### config.mk
export PLATFORM = sky130hd
export DESIGN_NAME = reorder_buffer
export DESIGN_NICKNAME = d
export VERILOG_FILES = /design/src/rtl/reorder_buffer.sv
export SDC_FILE = /design/constraint.sdc
export NUM_CORES = 2
export LEC_CHECK = 0
export CORE_UTILIZATION = 60
export CTS_CLUSTER_DIAMETER = 200
export DETAILED_ROUTE_END_ITERATION = 6
export GPL_ROUTABILITY_DRIVEN = 1
export GPL_TIMING_DRIVEN = 1
export PLACE_DENSITY = 0.79
export SLEW_MARGIN = 30
export SYNTH_ARGS = -nofsm -noshare
export SYNTH_HDL_FRONTEND = slang
export SYNTH_SLANG_ARGS = --single-unit
export TNS_END_PERCENT = 5
### constraint.sdc
create_clock -name clk -period 12.3 [get_ports clk]
set_clock_uncertainty 0.1 [all_clocks]
set_input_delay 3.69 -clock clk [delete_from_list [all_inputs] [get_ports clk]]
set_output_delay 3.69 -clock clk [all_outputs]
set_load 0.005 [all_outputs]
### src/rtl/reorder_buffer.sv
// Circular reorder buffer: hands ROB ids to the dispatcher, captures RS/LS CDB results
// and retires one instruction per cycle in program order (writeback, store release, rollback).
module reorder_buffer #(
    parameter int DEPTH = 16,
    parameter int IDX_W = 4,
    parameter int ID_W  = 5
) (
    input  logic            clk,
    input  logic            rst,
    input  logic            rdy,
    input  logic            ena_from_dsp,
    input  logic [4:0]      rd_from_dsp,
    input  logic            is_store_from_dsp,
    input  logic            is_branch_from_dsp,
    input  logic            pred_taken_from_dsp,
    output logic [ID_W-1:0] rob_id_to_dsp,
    output logic            full_to_if,
    input  logic [ID_W-1:0] Q1_from_dsp,
    input  logic [ID_W-1:0] Q2_from_dsp,
    output logic            Q1_ready_to_dsp,
    output logic            Q2_ready_to_dsp,
    output logic [31:0]     data1_to_dsp,
    output logic [31:0]     data2_to_dsp,
    input  logic            valid_from_rs_cdb,
    input  logic [ID_W-1:0] rob_id_from_rs_cdb,
    input  logic [31:0]     result_from_rs_cdb,
    input  logic            taken_from_rs_cdb,
    input  logic [31:0]     target_pc_from_rs_cdb,
    input  logic            valid_from_ls_cdb,
    input  logic [ID_W-1:0] rob_id_from_ls_cdb,
    input  logic [31:0]     result_from_ls_cdb,
    output logic            commit_ena_to_reg,
    output logic [4:0]      commit_rd_to_reg,
    output logic [31:0]     commit_data_to_reg,
    output logic [ID_W-1:0] commit_rob_id_to_reg,
    output logic            commit_store_to_lsb,
    output logic [ID_W-1:0] commit_rob_id_to_lsb,
    output logic            rollback_flag,
    output logic [31:0]     target_pc_to_if
);

    localparam logic [ID_W-1:0] ZERO_ROB  = '0;
    localparam logic [ID_W-1:0] MAX_ID    = ID_W'(DEPTH);
    localparam logic [IDX_W:0]  CNT_FULL  = (IDX_W+1)'(DEPTH);
    localparam logic [IDX_W:0]  CNT_STALL = (IDX_W+1)'(DEPTH - 2);

    logic [DEPTH-1:0] busy;
    logic [DEPTH-1:0] ready;
    logic [DEPTH-1:0] is_store_q;
    logic [DEPTH-1:0] is_branch_q;
    logic [DEPTH-1:0] pred_q;
    logic [DEPTH-1:0] taken_q;
    logic [4:0]       rd_q     [DEPTH];
    logic [31:0]      value_q  [DEPTH];
    logic [31:0]      target_q [DEPTH];

    logic [IDX_W-1:0] head;
    logic [IDX_W-1:0] tail;
    logic [IDX_W:0]   count;
    logic             flush_pending;

    logic             live;
    logic             alloc_fire;
    logic             commit_fire;
    logic             mispredict;
    logic             rs_hit;
    logic             ls_hit;
    logic [IDX_W-1:0] rs_idx;
    logic [IDX_W-1:0] ls_idx;
    logic [IDX_W-1:0] q1_idx;
    logic [IDX_W-1:0] q2_idx;

    function automatic logic id_valid(input logic [ID_W-1:0] id);
        return (id != ZERO_ROB) && (id <= MAX_ID);
    endfunction

    function automatic logic [IDX_W-1:0] idx_of(input logic [ID_W-1:0] id);
        return IDX_W'(id - ID_W'(1));
    endfunction

    assign rob_id_to_dsp = ID_W'(tail) + ID_W'(1);
    assign full_to_if    = (count >= CNT_STALL);

    always_comb begin
        q1_idx          = idx_of(Q1_from_dsp);
        q2_idx          = idx_of(Q2_from_dsp);
        Q1_ready_to_dsp = 1'b0;
        Q2_ready_to_dsp = 1'b0;
        data1_to_dsp    = '0;
        data2_to_dsp    = '0;
        if (id_valid(Q1_from_dsp)) begin
            Q1_ready_to_dsp = busy[q1_idx] && ready[q1_idx];
            data1_to_dsp    = value_q[q1_idx];
        end
        if (id_valid(Q2_from_dsp)) begin
            Q2_ready_to_dsp = busy[q2_idx] && ready[q2_idx];
            data2_to_dsp    = value_q[q2_idx];
        end
    end

    // The flush cycle after a mispredict ignores alloc, CDB and commit alike.
    always_comb begin
        live        = rdy && !flush_pending;
        rs_idx      = idx_of(rob_id_from_rs_cdb);
        ls_idx      = idx_of(rob_id_from_ls_cdb);
        alloc_fire  = live && ena_from_dsp && (count != CNT_FULL);
        commit_fire = live && (count != '0) && busy[head] && ready[head];
        mispredict  = commit_fire && is_branch_q[head] && (taken_q[head] != pred_q[head]);
        rs_hit      = live && valid_from_rs_cdb && id_valid(rob_id_from_rs_cdb) && busy[rs_idx];
        ls_hit      = live && valid_from_ls_cdb && id_valid(rob_id_from_ls_cdb) && busy[ls_idx];
    end

    always_ff @(posedge clk or posedge rst) begin
        if (rst) begin
            busy          <= '0;
            ready         <= '0;
            head          <= '0;
            tail          <= '0;
            count         <= '0;
            flush_pending <= 1'b0;
        end else if (rdy) begin
            if (flush_pending) begin
                busy          <= '0;
                ready         <= '0;
                head          <= '0;
                tail          <= '0;
                count         <= '0;
                flush_pending <= 1'b0;
            end else begin
                if (rs_hit) ready[rs_idx] <= 1'b1;
                if (ls_hit) ready[ls_idx] <= 1'b1;
                if (alloc_fire) begin
                    busy[tail]  <= 1'b1;
                    ready[tail] <= 1'b0;
                    tail        <= tail + IDX_W'(1);
                end
                if (commit_fire) begin
                    busy[head] <= 1'b0;
                    head       <= head + IDX_W'(1);
                end
                if (alloc_fire && !commit_fire)
                    count <= count + (IDX_W+1)'(1);
                else if (!alloc_fire && commit_fire)
                    count <= count - (IDX_W+1)'(1);
                flush_pending <= mispredict;
            end
        end
    end

    // Payload needs no reset: it is only observed through busy/ready.
    always_ff @(posedge clk) begin
        if (alloc_fire) begin
            rd_q[tail]        <= rd_from_dsp;
            is_store_q[tail]  <= is_store_from_dsp;
            is_branch_q[tail] <= is_branch_from_dsp;
            pred_q[tail]      <= pred_taken_from_dsp;
        end
        if (rs_hit) begin
            value_q[rs_idx]  <= result_from_rs_cdb;
            taken_q[rs_idx]  <= taken_from_rs_cdb;
            target_q[rs_idx] <= target_pc_from_rs_cdb;
        end
        if (ls_hit)
            value_q[ls_idx] <= result_from_ls_cdb;
    end

    always_ff @(posedge clk or posedge rst) begin
        if (rst) begin
            commit_ena_to_reg    <= 1'b0;
            commit_rd_to_reg     <= '0;
            commit_data_to_reg   <= '0;
            commit_rob_id_to_reg <= '0;
            commit_store_to_lsb  <= 1'b0;
            commit_rob_id_to_lsb <= '0;
            rollback_flag        <= 1'b0;
            target_pc_to_if      <= '0;
        end else begin
            commit_ena_to_reg   <= commit_fire && (rd_q[head] != 5'd0) && !is_store_q[head];
            commit_store_to_lsb <= commit_fire && is_store_q[head];
            rollback_flag       <= mispredict;
            if (commit_fire) begin
                commit_rd_to_reg     <= rd_q[head];
                commit_data_to_reg   <= value_q[head];
                commit_rob_id_to_reg <= ID_W'(head) + ID_W'(1);
                commit_rob_id_to_lsb <= ID_W'(head) + ID_W'(1);
            end
            if (mispredict)
                target_pc_to_if <= target_q[head];
        end
    end

endmodule

# After elaboration in Yosys (flattened, before gate mapping)
# Memory sizes are Yosys's and may differ from the RTL's. A register that Yosys moved wholly into a read port is not among the register bits.
# Cells that the tools add are included.
word_totals:
  n_memories: 3
  output_inout_bits: 154
  input_bits: 131
  regBits: 123
  ram_bits: 1104
mem_list:
  columns: ["memory", "words", "width", "rd", "rd_ports_with_merged_regs", "wr", "line_no", "source"]
  rows:
  - ["target_q", 16, 32, 1, 1, 1, "55", "logic [31:0] target_q [DEPTH];"]
  - ["value_q", 16, 32, 3, 1, 2, "54", "logic [31:0] value_q [DEPTH];"]
  - ["rd_q", 16, 5, 1, 0, 1, "53", "logic [4:0] rd_q [DEPTH];"]
classes:
  n_lt_le_gt_ge: 15
  bitwise_logic: 7
  muxes: 67
  reduce_logical: 45
  n_addsub: 10
  eq_ne: 2
ops:
  columns: ["operator", "count"]
  rows:
  - ["$mux 16", 13]
  - ["$bwmux 16", 4]
  - ["$mux 32", 2]
  - ["$bmux 1 s4", 12]
  - ["$or 16x16->16", 3]
  - ["$and 16x16->16", 2]
  - ["$not 16->16", 2]
  - ["$lt 4x5->1 const B", 6]
  - ["$reduce_bool 5->1", 6]
  - ["$logic_and 1x1->1", 29]
  - ["$mux 1", 25]
  - ["$le 5x5->1 const B", 4]
  - ["$demux 1 s4", 4]
  - ["$ge 4x1->1 const B", 4]
  - ["$mux 4", 4]
  - ["$sub 4x1->4 const B", 4]
  - ["$mux 5", 3]
  - ["$add 4x1->5 const B", 2]
  - ["$add 4x1->4 const B", 2]
  - ["$reduce_and 2->1", 3]
  - ["$add 5x1->5 const B", 1]
  - ["$ge 5x4->1 const B", 1]
  - ["$ne 5x5->1 const B", 1]
  - ["$sub 5x1->5 const B", 1]
  - ["other kinds (4)", 8]

# Depth between registers and ports, before layout
depth:
  word_depth: 16
  mapped_depth: 15
  depth_no_buf: 12

# Least setup slack after synthesis
# OpenSTA, ideal clock, no wires.
synth_timing:
  kind: "in2out"
  startpoint: "input Q1_from_dsp[0]"
  endpoint: "output data1_to_dsp[10]"
  n_path_buf: 4
  cell_stages: 9
  t_arrival_ns: 6.178
  required_ns: 8.510
  setup_slack_ns: 2.332
  path_cell_list: "clkbuf_1 -> inv_1 -> ha_1 -> xnor2_1 -> clkbuf_1 -> clkbuf_1 -> buf_1 -> mux2i_1 -> a211oi_1"
synth_via:
  elab_chain_len: 3
  word_cells_on_any_way: 6
synth_rtl:
  columns: ["element", "line_no", "source"]
  rows:
  - ["start: declaration", "18", "input logic [ID_W-1:0] Q1_from_dsp,"]
  - ["$sub 4x1->4, or another cell as far along", "78", "return IDX_W'(id - ID_W'(1));"]
  - ["$mem_v2 16x32 / $logic_and 1x1->1 (equally long branches)", null, null]
  - ["$mux 32 *", "91", "if (id_valid(Q1_from_dsp)) begin"]
  - ["end: declaration", "22", "output logic [31:0] data1_to_dsp,"]
# Every way passes the cells marked *; elsewhere a longest branch is shown, timed or not.

# Worst setup path after layout
layout_timing:
  startpoint: "input Q2_from_dsp[0]"
  endpoint: "output data2_to_dsp[19]"
layout_via:
  elab_chain_len: 3
  word_cells_on_any_way: 6
layout_rtl:
  columns: ["element", "line_no", "source"]
  rows:
  - ["start: declaration", "19", "input logic [ID_W-1:0] Q2_from_dsp,"]
  - ["$sub 4x1->4, or another cell as far along", "78", null]
  - ["$mem_v2 16x32 / $logic_and 1x1->1 (equally long branches)", null, null]
  - ["$mux 32 *", "95", "if (id_valid(Q2_from_dsp)) begin"]
  - ["end: declaration", "23", "output logic [31:0] data2_to_dsp,"]
# Marked as above.

==> qor.yml <==
run_status:
  outcome: "finished clean"
worst_setup_path:
  ff2ff_setup_slack_ns: 7.36
  crit_type: "primary input to primary output"
  r2r-end: "target_pc_to_if[15]"
  cp.required_ns: 8.51
  arrival_ns: 7.40
  endpoint_kind: "primary output"
  r2r_cells: 7
  r2r_start: "head[0]"
  path_max_fanout: 52
  cp-start-kind: "primary input"
drt:
  vias: 39513
  wl_met2_um: 89400
  top_layer: "met5"
  wirelength_um: 190000
  post_drt_wl_per_cell_um: 35.7
  drt_iter0_markers: 5865
  drt-met1-wl_um: 67900
  dr.pass1.iters: 5
  route.detailed.drc: 0
  vias_per_cell: 7.42
  antenna_left: 0
  met3_length_um: 24000
cells_and_area:
  final_area_um2: 74200
  nNetsFinal: 3954
  multiInputGateArea_um2: 26000
  reg_top3: "target_q x512, value_q x512, rd_q x80"
  fin_cells: 5328
  area_growth_pct: 13.1
  drive_above_1_share_pct: 39.7
  seqCellArea_um2: 38200
  n_fill_cell: 6696
  final_util_pct: 68.9
sta:
  worst_pin_slew_ns: 1.10
  max_freq_mhz: 89.4
  whs_ns: 0.371
  layout_min_cycle_time_ns: 11.19
  final_hold_viol_count: 0
  slew_headroom_pct: 26.5
  rsz0062_at_grt: "false"
  finalCritPeriodShare_pct: 90.9
  maxSlewViolCount: 0
  finalSetupViolations: 0
  tns_ns: 0
  fin_ws_ns: 1.11
logic_synthesis:
  async_flop_share_pct: 9.53
  synth_largest_area_cell: "edfxtp_1"
  synth_warnings: 0
  postSynthAreaPerCell_um2: 18.0
  synth_area_um2: 65600
  synth_edf_count: 1168
  yosys.cell_types.count: 61
  synthFlopType: "edfxtp_1"
  ys_seq_area_share_pct: 58.2
  syn_inst: 3635
  ys_top_cells_by_count: "edfxtp_1, mux4_2, mux2_2, clkbuf_1, nand2_1"
  yosysMostFrequentCell: "edfxtp_1"
  synthTopCellsByArea: "edfxtp_1, mux4_2, mux2_2, dfrtp_1, a211oi_1"
  ys_ff_latch: 1291
  synth_top_cell_area_share_pct: 53.5
  syn-num-nets: 3793
floorplan:
  core_um2: 108000
  die_h_um: 333
  num_rows: 120
  die_area_um2: 111000
  start_util_pct: 60.9
  die_w_um: 333
  io_pins: 285
power:
  fin_total_pwr_mw: 10.8
  switchingPower_mw: 2.69
  p_leak_nw: 24.1
  p_comb_share_pct: 15.5
  p_int_mw: 8.08
  powerDensity_nw_per_um2: 145
  seq_power_share_pct: 46.6
  switching_share_pct: 25.0
  p_clk_share_pct: 37.8
  ir_drop_mv: 0.117
cts:
  path_clk_slew_ns: 0.05
  ctsHoldBuffers: 0
  cts_tree: "yes"
  ctsResizeCount: 0
  htree_num_levels: 4
  clk_latency_ns: 0.78
  cts_made_buffers: 136
  clk_path_buf_depth: 3
  cts_setup_buffers: 0
  cts-root-buf: "clkbuf_16"
  clock_sinks: 1291
placed_design:
  hpwl_um: 99700
  post-place-ws_ns: 1.35
  portBuffers: 284
  placed_cell_area_um2: 69700
  dpl.cell_count: 5061
  routabilityCongestion: 0.868
worst_hold_path:
  hold_class: "flop to flop"
  hold_path.startpoint: "commit_data_to_reg[0]"
  min_delay_path_depth: 2
  hold_end: "commit_data_to_reg[0]"
global_route:
  first_global_vias: 39584
  grtUsageTotal_pct: 34.7
  grt.overflow.total: 0
  grt_max_degree: 146
  grt_pass1_wl_um: 275000
  antenna_found_initial: 25
job:
  maxCapViolCount: 0
## how the worst max path moves through the flow
stage | cells after the start | end | start
finish | 8 | data2_to_dsp[19] | Q2_from_dsp[0]
global route | 8 | data2_to_dsp[19] | Q2_from_dsp[0]
CTS | 8 | data1_to_dsp[19] | Q1_from_dsp[1]
detailed placement | 9 | data2_to_dsp[11] | Q2_from_dsp[0]
global placement | 8 | data1_to_dsp[19] | Q1_from_dsp[1]
floorplan | 9 | data1_to_dsp[10] | Q1_from_dsp[0]
## cells in the final DEF (no fill, tap or decap), drive strengths merged, types with 4 or more instances in the layout
master	Yosys	final
a211oi	129	129
a21boi	4	4
a21o	23	23
a21oi	42	42
a22o	6	6
a311oi	15	15
and2	18	18
and3	7	7
buf	150	95
bufinv	0	6
clkbuf	204	192
clkdlybuf4s50	0	282
clkinv	1	49
dfrtp	123	123
diode	0	15
edfxtp	1168	1168
ha	26	26
inv	31	34
mux2	547	547
mux2i	72	72
mux4	639	639
nand2	162	162
nand2b	5	5
nand3	25	25
nor2	29	29
nor2b	69	69
nor3	24	24
o211ai	4	4
o21ai	26	26
o22a	7	7
o22ai	7	7
o32a	5	5
or2	8	8
or3	6	6
xnor2	15	15
## critical path, cell delays in order
cell and delay [ns]:
buf_8 0.30, inv_1 0.26, ha_4 0.93, mux4_2 0.34
nor2b_1 0.13, a211oi_1 0.06, a211oi_1 0.92, clkdlybuf4s50_1 0.68
## logic make-up after synthesis
logic type	after synthesis	synth area share [%]
xor+xnor	17	0.227
buf+inv	386	2.53
flops	1291	58.2
compound gates	290	3.18
mux	1258	32.6
fa+ha+maj	27	0.527
simple gates	366	2.74
## layer usage
layer / global-route usage, % / vias up
li1: - / 15428
met3: 8.54 / 529
met1: 47.7 / 20395
met2: 53.2 / 3141
met4: 15.5 / 20
met5: 0 / -
## power groups by stage
| stage | combinational [mW] | clock, mW | sequential [mW] |
|---|---|---|---|
| after global placement | 1.62 | 0 | 5.09 |
| after detailed placement | 1.65 | 0 | 5.10 |
| final | 1.67 | 4.07 | 5.02 |
| after floorplan | 1.16 | 0 | 5.04 |
| after global routing | 1.77 | 4.27 | 5.03 |
| after CTS | 1.66 | 4.11 | 5.01 |
## cell type report
cell class | count | share of cell area (%)
multi-input cells | 1958 | 35.0
well taps | 1403 | 2.37
inverters | 32 | 0.181
diodes | 15 | 0.0506
repair buffers | 377 | 4.98
flip-flops and latches | 1291 | 51.5
clock buffers | 192 | 5.16
clock inverters | 60 | 0.800
(Power assumes the default switching activity.)
